===== src/rtl/core_writeback.sv =====
// ---------------------------------------------------------------------------
// core_writeback: buffers five execution-unit results, arbitrates to 2 RF ports
// Revision: 1.0
// ---------------------------------------------------------------------------
`default_nettype none

module core_writeback #(
  parameter int WORD_W = 32,
  parameter int REG_W  = 4
) (
  input  logic                   clk,
  input  logic                   rst_n,
  input  logic [4:0]             done,
  input  logic [4:0]             wb,
  input  logic [4:0][REG_W-1:0]  rd_in,
  input  logic [4:0][WORD_W-1:0] value_in,
  output logic                   wr_a_en,
  output logic [REG_W-1:0]       wr_a_r,
  output logic [WORD_W-1:0]      wr_a_value,
  output logic                   wr_b_en,
  output logic [REG_W-1:0]       wr_b_r,
  output logic [WORD_W-1:0]      wr_b_value,
  output logic [4:0]             busy,
  output logic                   idle,
  output logic                   overflow
);

  localparam int N_UNITS = 5;

  logic [REG_W-1:0]   fifo_rd_q  [N_UNITS][2];
  logic [WORD_W-1:0]  fifo_val_q [N_UNITS][2];
  logic [N_UNITS-1:0] rptr_q, wptr_q;
  logic [1:0]         count_q [N_UNITS];
  logic [1:0]         count_d [N_UNITS];

  logic [N_UNITS-1:0] in_v, cand_v, sel_a, sel_b, deq, enq, drop;
  logic [REG_W-1:0]   cand_rd  [N_UNITS];
  logic [WORD_W-1:0]  cand_val [N_UNITS];

  logic               a_en_d, b_en_d, second_seen;
  logic [REG_W-1:0]   a_r_d, b_r_d;
  logic [WORD_W-1:0]  a_val_d, b_val_d;
  logic [4:0]         busy_d;
  logic               idle_d;

  logic               wr_a_en_q, wr_b_en_q, idle_q, overflow_q;
  logic [REG_W-1:0]   wr_a_r_q, wr_b_r_q;
  logic [WORD_W-1:0]  wr_a_value_q, wr_b_value_q;
  logic [4:0]         busy_q;

  // A non-empty FIFO always presents its head, so bypass cannot reorder a unit.
  always_comb begin
    for (int i = 0; i < N_UNITS; i++) begin
      in_v[i]     = done[i] & wb[i];
      cand_v[i]   = (count_q[i] != 2'd0) | in_v[i];
      cand_rd[i]  = (count_q[i] != 2'd0) ? fifo_rd_q[i][rptr_q[i]]  : rd_in[i];
      cand_val[i] = (count_q[i] != 2'd0) ? fifo_val_q[i][rptr_q[i]] : value_in[i];
    end
  end

  // Only the second candidate is eligible for port B; an rd clash leaves B idle.
  always_comb begin
    sel_a       = '0;
    sel_b       = '0;
    a_en_d      = 1'b0;
    b_en_d      = 1'b0;
    second_seen = 1'b0;
    a_r_d       = '0;
    a_val_d     = '0;
    b_r_d       = '0;
    b_val_d     = '0;
    for (int i = 0; i < N_UNITS; i++) begin
      if (cand_v[i]) begin
        if (!a_en_d) begin
          a_en_d   = 1'b1;
          sel_a[i] = 1'b1;
          a_r_d    = cand_rd[i];
          a_val_d  = cand_val[i];
        end else if (!second_seen) begin
          second_seen = 1'b1;
          if (cand_rd[i] != a_r_d) begin
            b_en_d   = 1'b1;
            sel_b[i] = 1'b1;
            b_r_d    = cand_rd[i];
            b_val_d  = cand_val[i];
          end
        end
      end
    end
  end

  always_comb begin
    idle_d = ~a_en_d & ~b_en_d;
    for (int i = 0; i < N_UNITS; i++) begin
      deq[i]     = (sel_a[i] | sel_b[i]) & (count_q[i] != 2'd0);
      drop[i]    = in_v[i] & (count_q[i] == 2'd2) & ~deq[i];
      enq[i]     = in_v[i] & ~((sel_a[i] | sel_b[i]) & (count_q[i] == 2'd0)) & ~drop[i];
      count_d[i] = count_q[i] + {1'b0, enq[i]} - {1'b0, deq[i]};
      busy_d[i]  = (count_d[i] != 2'd0);
      idle_d     = idle_d & ~busy_d[i];
    end
  end

  always_ff @(posedge clk or negedge rst_n) begin
    if (!rst_n) begin
      rptr_q       <= '0;
      wptr_q       <= '0;
      for (int i = 0; i < N_UNITS; i++) count_q[i] <= 2'd0;
      wr_a_en_q    <= 1'b0;
      wr_a_r_q     <= '0;
      wr_a_value_q <= '0;
      wr_b_en_q    <= 1'b0;
      wr_b_r_q     <= '0;
      wr_b_value_q <= '0;
      busy_q       <= '0;
      idle_q       <= 1'b1;
      overflow_q   <= 1'b0;
    end else begin
      rptr_q       <= rptr_q ^ deq;
      wptr_q       <= wptr_q ^ enq;
      for (int i = 0; i < N_UNITS; i++) count_q[i] <= count_d[i];
      wr_a_en_q    <= a_en_d;
      wr_a_r_q     <= a_r_d;
      wr_a_value_q <= a_val_d;
      wr_b_en_q    <= b_en_d;
      wr_b_r_q     <= b_r_d;
      wr_b_value_q <= b_val_d;
      busy_q       <= busy_d;
      idle_q       <= idle_d;
      overflow_q   <= overflow_q | (|drop);
    end
  end

  // Storage needs no reset: entries are only read while count is non-zero.
  always_ff @(posedge clk) begin
    for (int i = 0; i < N_UNITS; i++) begin
      if (enq[i]) begin
        fifo_rd_q[i][wptr_q[i]]  <= rd_in[i];
        fifo_val_q[i][wptr_q[i]] <= value_in[i];
      end
    end
  end

  assign wr_a_en    = wr_a_en_q;
  assign wr_a_r     = wr_a_r_q;
  assign wr_a_value = wr_a_value_q;
  assign wr_b_en    = wr_b_en_q;
  assign wr_b_r     = wr_b_r_q;
  assign wr_b_value = wr_b_value_q;
  assign busy       = busy_q;
  assign idle       = idle_q;
  assign overflow   = overflow_q;

endmodule

`default_nettype wire


===== config.mk =====
export PLATFORM = sky130hd
export DESIGN_NAME = core_writeback
export DESIGN_NICKNAME = d
export VERILOG_FILES = /design/src/rtl/core_writeback.sv
export SDC_FILE = /design/constraint.sdc
export NUM_CORES = 1
export LEC_CHECK = 0
export ABC_AREA = 1
export BUFFER_PORTS_ARGS = -buffer_cell sky130_fd_sc_hd__buf_2
export CORE_ASPECT_RATIO = 0.7
export CORE_MARGIN = 2
export CORE_UTILIZATION = 25
export DETAILED_ROUTE_END_ITERATION = 16
export HOLD_SLACK_MARGIN = 0.06
export PLACE_DENSITY = 0.5
export SLEW_MARGIN = 20
export SYNTH_ARGS = -nofsm -noshare
export SYNTH_HDL_FRONTEND = slang
export SYNTH_SLANG_ARGS = --single-unit

===== constraint.sdc =====
create_clock -name clk -period 5.5 [get_ports clk]
set_input_delay 0.275 -clock clk [delete_from_list [all_inputs] [get_ports clk]]
set_output_delay 0.275 -clock clk [all_outputs]
set_load 0.02 [all_outputs]

==> results.txt, run 1 <==
* Run status: complete, no violations
- On the final layout, the worst hold slack is 0.212 ns.
- Post-synth ARST share: 0.219
- Share of the cycle needed by the critical path after routing: 0.849
- Peak clock frequency supported by timing: 0.214 GHz
* Number of placement rows: 88
* Final ANT Viol Nets: 0
- Across the run, the number of max-cap violations was 0.
- Resized Gates After CTS: 0
- Global-route wire length before repair: 108000 um
- Syn Std Cell Area: 20900 um^2
- Worst-margin pin slew: 1.07 ns
* Global-route total usage across every layer: 0.168
- The synthesized design contains 461 register bits.
- Number of cells in the design after placement: 3351
* Hpwl dp: 52400 um
* Place WS: 0.813 ns
- Cell Pwr Density: 600 nW/um^2
- In this run, distinct cell masters in the synthesized netlist total 36.
- Summing internal, switching and leakage power gives 16.0 mW.
- Summed over all cells, the static leakage comes to 10.9 nW.
- The die is 246 um tall.
- The via count of the first global-routing pass was 16700.
- Summed over all layers, the global routing overflow is 0.
- Crit path max fanout: 41
* Total iterations of the first detailed-routing run: 5
- End-of-flow core utilization: 0.324
- Layout Skew: 0.0177 ns
- Post-CTS clock slew at the launch and capture registers of the worst setup and hold paths: 0.07 ns
* Number of antenna violations at the first check in global routing: 8
- Clock latency on the worst-skew pair: 0.61 ns
- Among all flip-flop cells after synthesis, the most frequent one is sky130_fd_sc_hd__edfxtp_1.
- The average instance in the mapped netlist occupies 9.96 um^2.
* Area of the core region: 82600 um^2
- The number of clock buffers added by TritonCTS is 48.
- Nets: 2713
- Dividing the detail-routed wire length by the instance count gives 20.3 um.
- By area the synthesized netlist is led by sky130_fd_sc_hd__edfxtp_1 52%, sky130_fd_sc_hd__dfrtp_1 12%, sky130_fd_sc_hd__nand2_1 9.4%.
- Final number of max-transition violations: 0
* Drc violations: 0
- Post-CTS timing repair inserted 0 buffers for setup.
- Number of clock sinks: 461
* Vias per Instance: 4.67
* Class of the most critical setup path: flop to flop
- Setup repair after global routing left no endpoint under its margin.
* Horiz. Die Dim: 350 um
- Initial Utilization: 0.253
* Clk Tree Root Cell: sky130_fd_sc_hd__clkbuf_16
- The congestion estimate from routability-driven global placement came to 0.866.
- The number of endpoints with negative hold slack in the final report is 0.
- Number of synthesized flops with an enable pin: 360
* Die footprint: 86000 um^2
- For this block, the initial DRC count from the detailed router was 1473.
- Worst Slack Setup Final: 0.829 ns
* Synthesized instance count: 2099
- Area of all placed cells without fillers: 26700 um^2
- Share of synthesized area occupied by flip-flops and latches: 0.638
- Total of buffers placed on input and output ports: 272
- Number of vias after detailed routing: 16900
- Data on the critical path is required at its endpoint by 6.02 ns.
- Summed over all layers, the routed wires come to 73600 um.
* TNS Setup: 0 ns
- TritonCTS built the clock tree.
- Synthesis Warnings: 0
* Type of the most critical hold path: input port to flop
- Maximum buffer depth of the clock tree: 3
- Count of pins on the block boundary: 273
* Share of cells above drive strength 1: 0.169
- The worst path in the final design needs a cycle of 4.67 ns, including I/O delays and setup.
* Maximum level of the CTS H-tree: 2
- Max-slew headroom: 0.285
- The synthesized design spends more area on one cell type than any other, namely sky130_fd_sc_hd__edfxtp_1.
- Number of buffers added to fix hold violations after cts: 181
* CP Capture Type: flop
* Layout overhead on the synthesized area: 27.9%
- Setup violations remaining at the end of the flow were counted as 0.
* Critical path launch point type: flop
- Area after DPL: 23300 um^2
* Top cell type's share of synthesized area: 0.517
* Data arrival, critical path: 5.19 ns
* Finished Layout Cells: 3625
* Pin count of the biggest net entering global routing: 52
- Post-synth net total: 2310
- VDD IR max: 0.264 mV
layer usage:
layer,part of all wire,vias up,wire length [um],global-route usage
met1,0.45,8202,32800,0.228
met4,0.019,8,1420,0.0403
met3,0.064,94,4700,0.0305
met5,0.00064,-,47,0
met2,0.47,557,34700,0.276
li1,-,8067,-,-
power breakdown:
| group | internal, mW | switching, mW |
|---|---|---|
| Combinational | 2.18 | 5.63 |
| Clock | 1.96 | 1.44 |
| Sequential | 4.58 | 0.246 |
| Total | 8.72 | 7.31 |
cell families (layout without fill, tap and decap cells):
family | Yosys count | in the layout | synth area share
flops | 461 | 461 | 0.638
simple gates | 924 | 924 | 0.188
xor+xnor | 17 | 17 | 0.00712
other cells | 0 | 5 | 0
fa+ha+maj | 19 | 19 | 0.0114
buf+inv | 237 | 678 | 0.0470
compound gates | 441 | 441 | 0.109
placed cells by master (no fill, tap or decap), types with 2 or more instances in the layout:
cell                            instances
sky130_fd_sc_hd__nand2_4                4
sky130_fd_sc_hd__clkbuf_8               4
sky130_fd_sc_hd__bufinv_16              5
sky130_fd_sc_hd__inv_2                 16
sky130_fd_sc_hd__or2_2                  6
sky130_fd_sc_hd__buf_4                 25
sky130_fd_sc_hd__clkbuf_16             50
sky130_fd_sc_hd__xor2_1                 7
sky130_fd_sc_hd__dlygate4sd3_1        181
sky130_fd_sc_hd__nor2_2                 4
sky130_fd_sc_hd__nand2_1              523
sky130_fd_sc_hd__o21ai_0              109
sky130_fd_sc_hd__nand3_1              238
sky130_fd_sc_hd__o211ai_1               5
sky130_fd_sc_hd__dfrtp_1              100
sky130_fd_sc_hd__o21bai_1               3
sky130_fd_sc_hd__inv_1                 97
sky130_fd_sc_hd__a21oi_1              288
sky130_fd_sc_hd__diode_2                5
sky130_fd_sc_hd__inv_6                  3
sky130_fd_sc_hd__nand2_2               11
sky130_fd_sc_hd__ha_1                   9
sky130_fd_sc_hd__nor2_1               120
sky130_fd_sc_hd__clkinv_2               5
sky130_fd_sc_hd__clkbuf_1              13
sky130_fd_sc_hd__buf_2                271
sky130_fd_sc_hd__xnor2_1               10
sky130_fd_sc_hd__nor3_1                 3
sky130_fd_sc_hd__clkinv_4               3
sky130_fd_sc_hd__nand4_1                4
sky130_fd_sc_hd__edfxtp_1             360
sky130_fd_sc_hd__nor2_4                 5
sky130_fd_sc_hd__a31oi_1               34
sky130_fd_sc_hd__ha_2                   8
sky130_fd_sc_hd__clkinv_1               3
sky130_fd_sc_hd__ha_4                   2
registers in the layout (all words and copies together), names as in the netlist, 5 cells and up:
register,flops
wr_b_value,32
rptr_q,5
fifo_val_q,320
fifo_rd_q,40
wr_a_value,32
busy,5
count_q,10
wptr_q,5
cell usage after synthesis (2+ instances only):
library cell / n
sky130_fd_sc_hd__a21oi_1: 288
sky130_fd_sc_hd__a31oi_1: 34
sky130_fd_sc_hd__buf_1: 12
sky130_fd_sc_hd__buf_2: 21
sky130_fd_sc_hd__buf_4: 2
sky130_fd_sc_hd__buf_6: 8
sky130_fd_sc_hd__clkbuf_1: 81
sky130_fd_sc_hd__dfrtp_1: 100
sky130_fd_sc_hd__edfxtp_1: 360
sky130_fd_sc_hd__ha_1: 19
sky130_fd_sc_hd__inv_1: 98
sky130_fd_sc_hd__inv_2: 15
sky130_fd_sc_hd__nand2_1: 523
sky130_fd_sc_hd__nand2_2: 11
sky130_fd_sc_hd__nand2_4: 4
sky130_fd_sc_hd__nand3_1: 238
sky130_fd_sc_hd__nand4_1: 4
sky130_fd_sc_hd__nor2_1: 121
sky130_fd_sc_hd__nor2_2: 5
sky130_fd_sc_hd__nor2_4: 3
sky130_fd_sc_hd__nor3_1: 3
sky130_fd_sc_hd__o211ai_1: 5
sky130_fd_sc_hd__o21ai_0: 109
sky130_fd_sc_hd__o21bai_1: 3
sky130_fd_sc_hd__or2_2: 6
sky130_fd_sc_hd__xnor2_1: 10
sky130_fd_sc_hd__xor2_1: 7
final timing paths:
path,start,endpoint,slack (ns),cells after the start
worst max-delay path,count_q[8],idle,0.83,25
worst min-delay path,done[0],count_q[8],0.21,3
worst max register to register,count_q[8],idle,0.83,25
worst min register to register,count_q[1],count_q[1],0.53,1
max in group asynchronous,rst_n,wr_b_value[23],3.92,3
min in group asynchronous,rst_n,wr_b_value[5],0.30,2
critical path, stage by stage (launching register included):
cell                      delay (ns)
sky130_fd_sc_hd__dfrtp_1        0.42
sky130_fd_sc_hd__nor2_4         0.12
sky130_fd_sc_hd__nand2_4        0.28
sky130_fd_sc_hd__nor2_8         0.29
sky130_fd_sc_hd__nand2_4        0.30
sky130_fd_sc_hd__inv_2          0.58
sky130_fd_sc_hd__nand2_2        0.16
sky130_fd_sc_hd__nand2_1        0.10
sky130_fd_sc_hd__nand2_1        0.05
sky130_fd_sc_hd__nand2_1        0.05
sky130_fd_sc_hd__nand2_1        0.06
sky130_fd_sc_hd__inv_2          0.05
sky130_fd_sc_hd__nand2_2        0.06
sky130_fd_sc_hd__nand2_4        0.31
sky130_fd_sc_hd__nand2_1        0.12
sky130_fd_sc_hd__nand2_1        0.08
sky130_fd_sc_hd__nand3_1        0.09
sky130_fd_sc_hd__ha_1           0.29
sky130_fd_sc_hd__inv_1          0.04
sky130_fd_sc_hd__ha_1           0.18
sky130_fd_sc_hd__xnor2_1        0.18
sky130_fd_sc_hd__xnor2_1        0.11
sky130_fd_sc_hd__or2_2          0.29
sky130_fd_sc_hd__nor2_1         0.11
sky130_fd_sc_hd__nand3_1        0.07
sky130_fd_sc_hd__nor3_1         0.17
layout make-up:
type	instances	area, um^2
fillers	8541	55800
flip-flops and latches	461	13300
multi-input cells	1401	6650
repair buffers	477	3360
clock buffers	67	1360
well taps	1080	1350
inverters	113	424
clock inverters	21	253
diodes	5	12.5
No activity file was read; power rests on OpenSTA's default activity.
==> run 2: changes to the inputs <==
--- a/config.mk
+++ b/config.mk
@@ -5,14 +5,14 @@
 export SDC_FILE = /design/constraint.sdc
 export NUM_CORES = 1
 export LEC_CHECK = 0
-export ABC_AREA = 1
+export ABC_AREA = 0
 export BUFFER_PORTS_ARGS = -buffer_cell sky130_fd_sc_hd__buf_2
 export CORE_ASPECT_RATIO = 0.7
 export CORE_MARGIN = 2
 export CORE_UTILIZATION = 25
 export DETAILED_ROUTE_END_ITERATION = 16
 export HOLD_SLACK_MARGIN = 0.06
-export PLACE_DENSITY = 0.5
+export PLACE_DENSITY = 0.51
 export SLEW_MARGIN = 20
 export SYNTH_ARGS = -nofsm -noshare
 export SYNTH_HDL_FRONTEND = slang
==> constraint.sdc (replaced) <==
create_clock -name clk -period 4 [get_ports clk]
set_input_delay 0.2 -clock clk [delete_from_list [all_inputs] [get_ports clk]]
set_output_delay 0.2 -clock clk [all_outputs]
set_load 0.02 [all_outputs]
==> results.txt, run 2 <==
* Run status: finished with violations
* Violations in the final reports: setup timing
* Synth cell count leaders: 360 x sky130_fd_sc_hd__edfxtp_1, 177 x sky130_fd_sc_hd__mux2i_1, 172 x sky130_fd_sc_hd__a21oi_1, 154 x sky130_fd_sc_hd__nor2_1, 100 x sky130_fd_sc_hd__dfrtp_1
- Vias per Instance: 4.67 (about the same)
- The count of antenna-violating nets left after detailed routing was 0 (unchanged).
- The gate count of the mapped netlist came to 1537 (-27%).
- The number of antenna violations at the first check in global routing is 28 (+20).
- By area the synthesized netlist is led by sky130_fd_sc_hd__edfxtp_1 53%, sky130_fd_sc_hd__dfrtp_1 12%, sky130_fd_sc_hd__mux2i_1 8.7%.
- The number of cells on the worst reg-to-reg path was 16 (-36%).
- Final count of hold timing violations: 0 (unchanged)
* Global-route total usage across every layer: 0.163 (-0.00460)
- Reg-to-reg critical path endpoint: idle
- The power per unit of standard cell area was 815 nW/um^2 (+36%).
* Data arrival, critical path: 4.52 ns (-0.67 ns)
- Most frequent cells in the layout: 360 x sky130_fd_sc_hd__edfxtp_1, 271 x sky130_fd_sc_hd__buf_2, 181 x sky130_fd_sc_hd__dlygate4sd3_1
- The number of violations of the max-capacitance limit came to 0 (unchanged).
- Syn Std Cell Area: 20400 um^2 (-2.3%)
- Final number of max-transition violations: 0 (unchanged)
- Share of cells above drive strength 1: 0.259 (+0.0903)
* Leakage: 10.6 nW (-2.5%)
* Place WS: -0.0688 ns (-0.882 ns)
* Maximum level of the CTS H-tree: 2 (unchanged)
* Pin count of the biggest net entering global routing: 66 (+27%)
* Clk Tree Root Cell: sky130_fd_sc_hd__clkbuf_16
- Finished Layout Cells: 3161 (-13%)
- The worst setup path is of the flop to flop kind.
- The worst-case clock skew came to 0.0272 ns (+0.00947 ns).
- Avg Inst Size Synth: 13.3 um^2 (+33%)
* Total of buffers placed on input and output ports: 272 (unchanged)
* Launching element of the worst setup path: rptr_q[1]
* Fill cell total of the finished layout: 8055 (-5.7%)
* Launching point of the worst reg2reg path: rptr_q[1]
* Maximum buffer depth of the clock tree: 3 (unchanged)
* Minimum clock period: 4.01 ns (-0.664 ns)
* Peak clock frequency supported by timing: 0.250 GHz (+17%)
- The number of placement rows was 87 (-1.1%).
- Relative to the synthesized area, the layout overhead comes to 33.0%.
* GPL Wtd Cong: 0.876 (+1.1%)
- The portion of synthesized cell area occupied by the leading cell type came to 0.529 (+0.0122).
- Number of flip-flops under the largest register name: 320 (unchanged)
* Required time at the endpoint of the critical path: 4.51 ns (-1.51 ns)
- Area of the core region: 80800 um^2 (-2.2%)
- Clock latency on the worst-skew pair: 0.60 ns (about the same)
- The number of unique standard cell types used by synthesis came to 67 (+86%).
- Horiz. Die Dim: 346 um (-1.1%)
* Clock tree from TritonCTS: built
- The most used flip-flop cell after synthesis is sky130_fd_sc_hd__edfxtp_1.
- Buffers inserted by post-CTS timing repair: 0 (unchanged)
- Type of the most critical hold path: input port to asynchronous set/reset pin
* Clk pwr share: 0.216 (+0.004)
* Critical path launch point type: flop
- The total die area came to 84100 um^2 (-2.3%).
- The post-synthesis register bit count came to 461 (unchanged).
- The vertical extent of the die is 243 um (-1.1%).
- The maximum net fanout on the critical path is 5 (-88%).
* Post-synth net total: 1748 (-24%)
- The via count of the routed design came to 14800 (-13%).
* Post-CTS clock slew at the launch and capture registers of the worst setup and hold paths: 0.07 ns (about the same)
- The number of placed instances, taps included is 2867 (-14%).
- The final worst-path cycle share is 1.00 (+0.152).
- Switching share of power: 0.418 (-0.0380)
* Worst-margin pin slew: 1.08 ns (+0.00351 ns)
* Count of pins on the block boundary: 273 (unchanged)
* Hpwl dp: 52400 um (about the same)
- The number of synthesized flops with an enable pin is 360 (unchanged).
- Flop pwr share: 0.308 (+0.007)
* Synthesis Warnings: 0 (unchanged)
- The internal power summed over all cells is 12.9 mW (+48%).
- Among all cell types in the netlist, the one instantiated most often is sky130_fd_sc_hd__edfxtp_1.
- Setup violators final: 1 (+1)
- The TritonCTS buffer count is 52 (+8.3%).
- The share of the yosys chip area belonging to registers is 0.653 (+0.0150).
* Wirelength per Cell: 22.4 um (+10%)
* Drc violations: 0 (unchanged)
- RSZ-0062 raised after global routing: yes
* Register-to-register path setup slack: -0.006 ns (-0.84 ns)
- The global-route wire length before repair was 101000 um (-6.2%).
- Total iterations of the first detailed-routing run: 5 (unchanged)
- CP Capture Type: flop
- Comb power frac: 0.475 (-0.012)
- Drt first-iter violations: 1186 (-19%)
* Switching power of the nets: 9.26 mW (+27%)
- Overflow left after global routing: 0 (unchanged)
- The total wire length was 70700 um (-4.0%).
* Max-slew headroom: 0.283 (-0.00234)
* Number of clock sinks: 461 (unchanged)
* Post-synth ARST share: 0.219 (unchanged)
- Commonest non-fill, non-tap cell in the layout: sky130_fd_sc_hd__edfxtp_1
- Initial Utilization: 0.253 (-0.000275)
* Number of global-route vias before repair: 14400 (-14%)
- Worst Slack Setup Final: -0.00636 ns (-0.836 ns)
- Dominant cell type by area after synthesis: sky130_fd_sc_hd__edfxtp_1
- The maximum vdd ir drop came to 0.341 mV (+29%).
* Nets: 2246 (-17%)
-- run 2: cell types whose count changed in the layout (fill, tap and decap cells not counted), sizes merged, moves of 15 or more --
cell and change:
nor2 +24, o21ai -90, o22ai +68, nor3 +41
nand2 -452, mux2i +179, buf +72, clkinv +15
inv -99, a21oi -114, o221ai +52, nand3 -220
a31oi -34
-- run 2: routing by layer --
metal,track usage,up-vias,wire [um]
met2,0.217,476,27800
met1,0.256,7262,36100
met4,0.0366,22,1270
met3,0.0453,95,5400
li1,-,6902,-
met5,0,-,122
-- run 2: cell type report --
class                      count  area (um^2)  share of cell area
sequential                   461        13300               0.491
multi-input combinational    957         6700               0.246
timing repair buffer         549         4000               0.147
clock buffer                  60         1370              0.0505
tap                         1068         1340              0.0492
clock inverter                38          348              0.0128
inverter                      14         52.6             0.00193
antenna                       14         35.0             0.00129
-- run 2: timing repair --
item,4_1_cts,5_1_grt
endpoints found under the hold margin,459,0
resized for setup,1,9
hold buffers,181,0
endpoints found under the setup margin,1,2
pin swaps,0,3
-- run 2: worst max-delay path by stage --
stage | depth (start not counted) | slack [ns] | to
4_1_cts | 16 | 0.007 | idle
6_report | 16 | -0.006 | idle
3_5_place_dp | 17 | -0.07 | idle
5_1_grt | 17 | -0.19 | idle
3_3_place_gp | 17 | 0.02 | idle
2_1_floorplan | 19 | 0.10 | idle
-- run 2: cell families (layout without fill, tap and decap cells) --
logic type / count (synthesis) / after routing / share of synthesized area
xor gates and xnor gates: 28 / 28 / 0.0124
DFF: 461 / 461 / 0.653
and+or+nand+nor: 336 / 336 / 0.0723
other: 0 / 14 / 0
AOI/OAI and AO/OA: 386 / 386 / 0.132
adders and majority gates: 19 / 19 / 0.0116
muxes: 188 / 188 / 0.0934
buffers and inverters: 119 / 661 / 0.0256
-- run 2: stage by stage --
step / instance area [um^2] / utilization / hold slack (ns) / total power, mW / setup TNS, ns
6_report: 27200 / 0.337 / 0.166 / 22.2 / -0.00636
3_5_place_dp: 23600 / 0.292 / 0.267 / 17.1 / -0.0688
3_3_place_gp: 23600 / 0.292 / 0.242 / 17.0 / 0
5_1_grt: 27200 / 0.337 / 0.170 / 23.3 / -0.185
4_1_cts: 27100 / 0.335 / 0.126 / 22.2 / 0
2_1_floorplan: 20400 / - / -0.0956 / 13.2 / 0
-- run 2: power groups by stage --
stage / Clock [mW] / Combinational [mW] / Sequential, mW
after floorplan: 0 / 6.01 / 7.17
after global placement: 0 / 10.1 / 6.91
after detailed placement: 0 / 10.2 / 6.93
after CTS: 4.94 / 10.4 / 6.84
after global routing: 5.10 / 11.3 / 6.93
final: 4.79 / 10.5 / 6.83
-- run 2: critical path, stage by stage, from the launching register on --
cell and delay [ns]:
sky130_fd_sc_hd__dfrtp_2 0.44, sky130_fd_sc_hd__mux2_1 0.36, sky130_fd_sc_hd__a32o_1 0.26, sky130_fd_sc_hd__o21a_2 0.27
sky130_fd_sc_hd__o211a_1 0.24, sky130_fd_sc_hd__a221oi_2 0.26, sky130_fd_sc_hd__nand4b_4 0.18, sky130_fd_sc_hd__mux2i_1 0.22
sky130_fd_sc_hd__nand3_1 0.11, sky130_fd_sc_hd__ha_1 0.29, sky130_fd_sc_hd__inv_1 0.04, sky130_fd_sc_hd__ha_1 0.17
sky130_fd_sc_hd__xnor2_1 0.13, sky130_fd_sc_hd__xnor2_1 0.14, sky130_fd_sc_hd__or2_2 0.30, sky130_fd_sc_hd__or2_2 0.32
sky130_fd_sc_hd__nor3_2 0.18
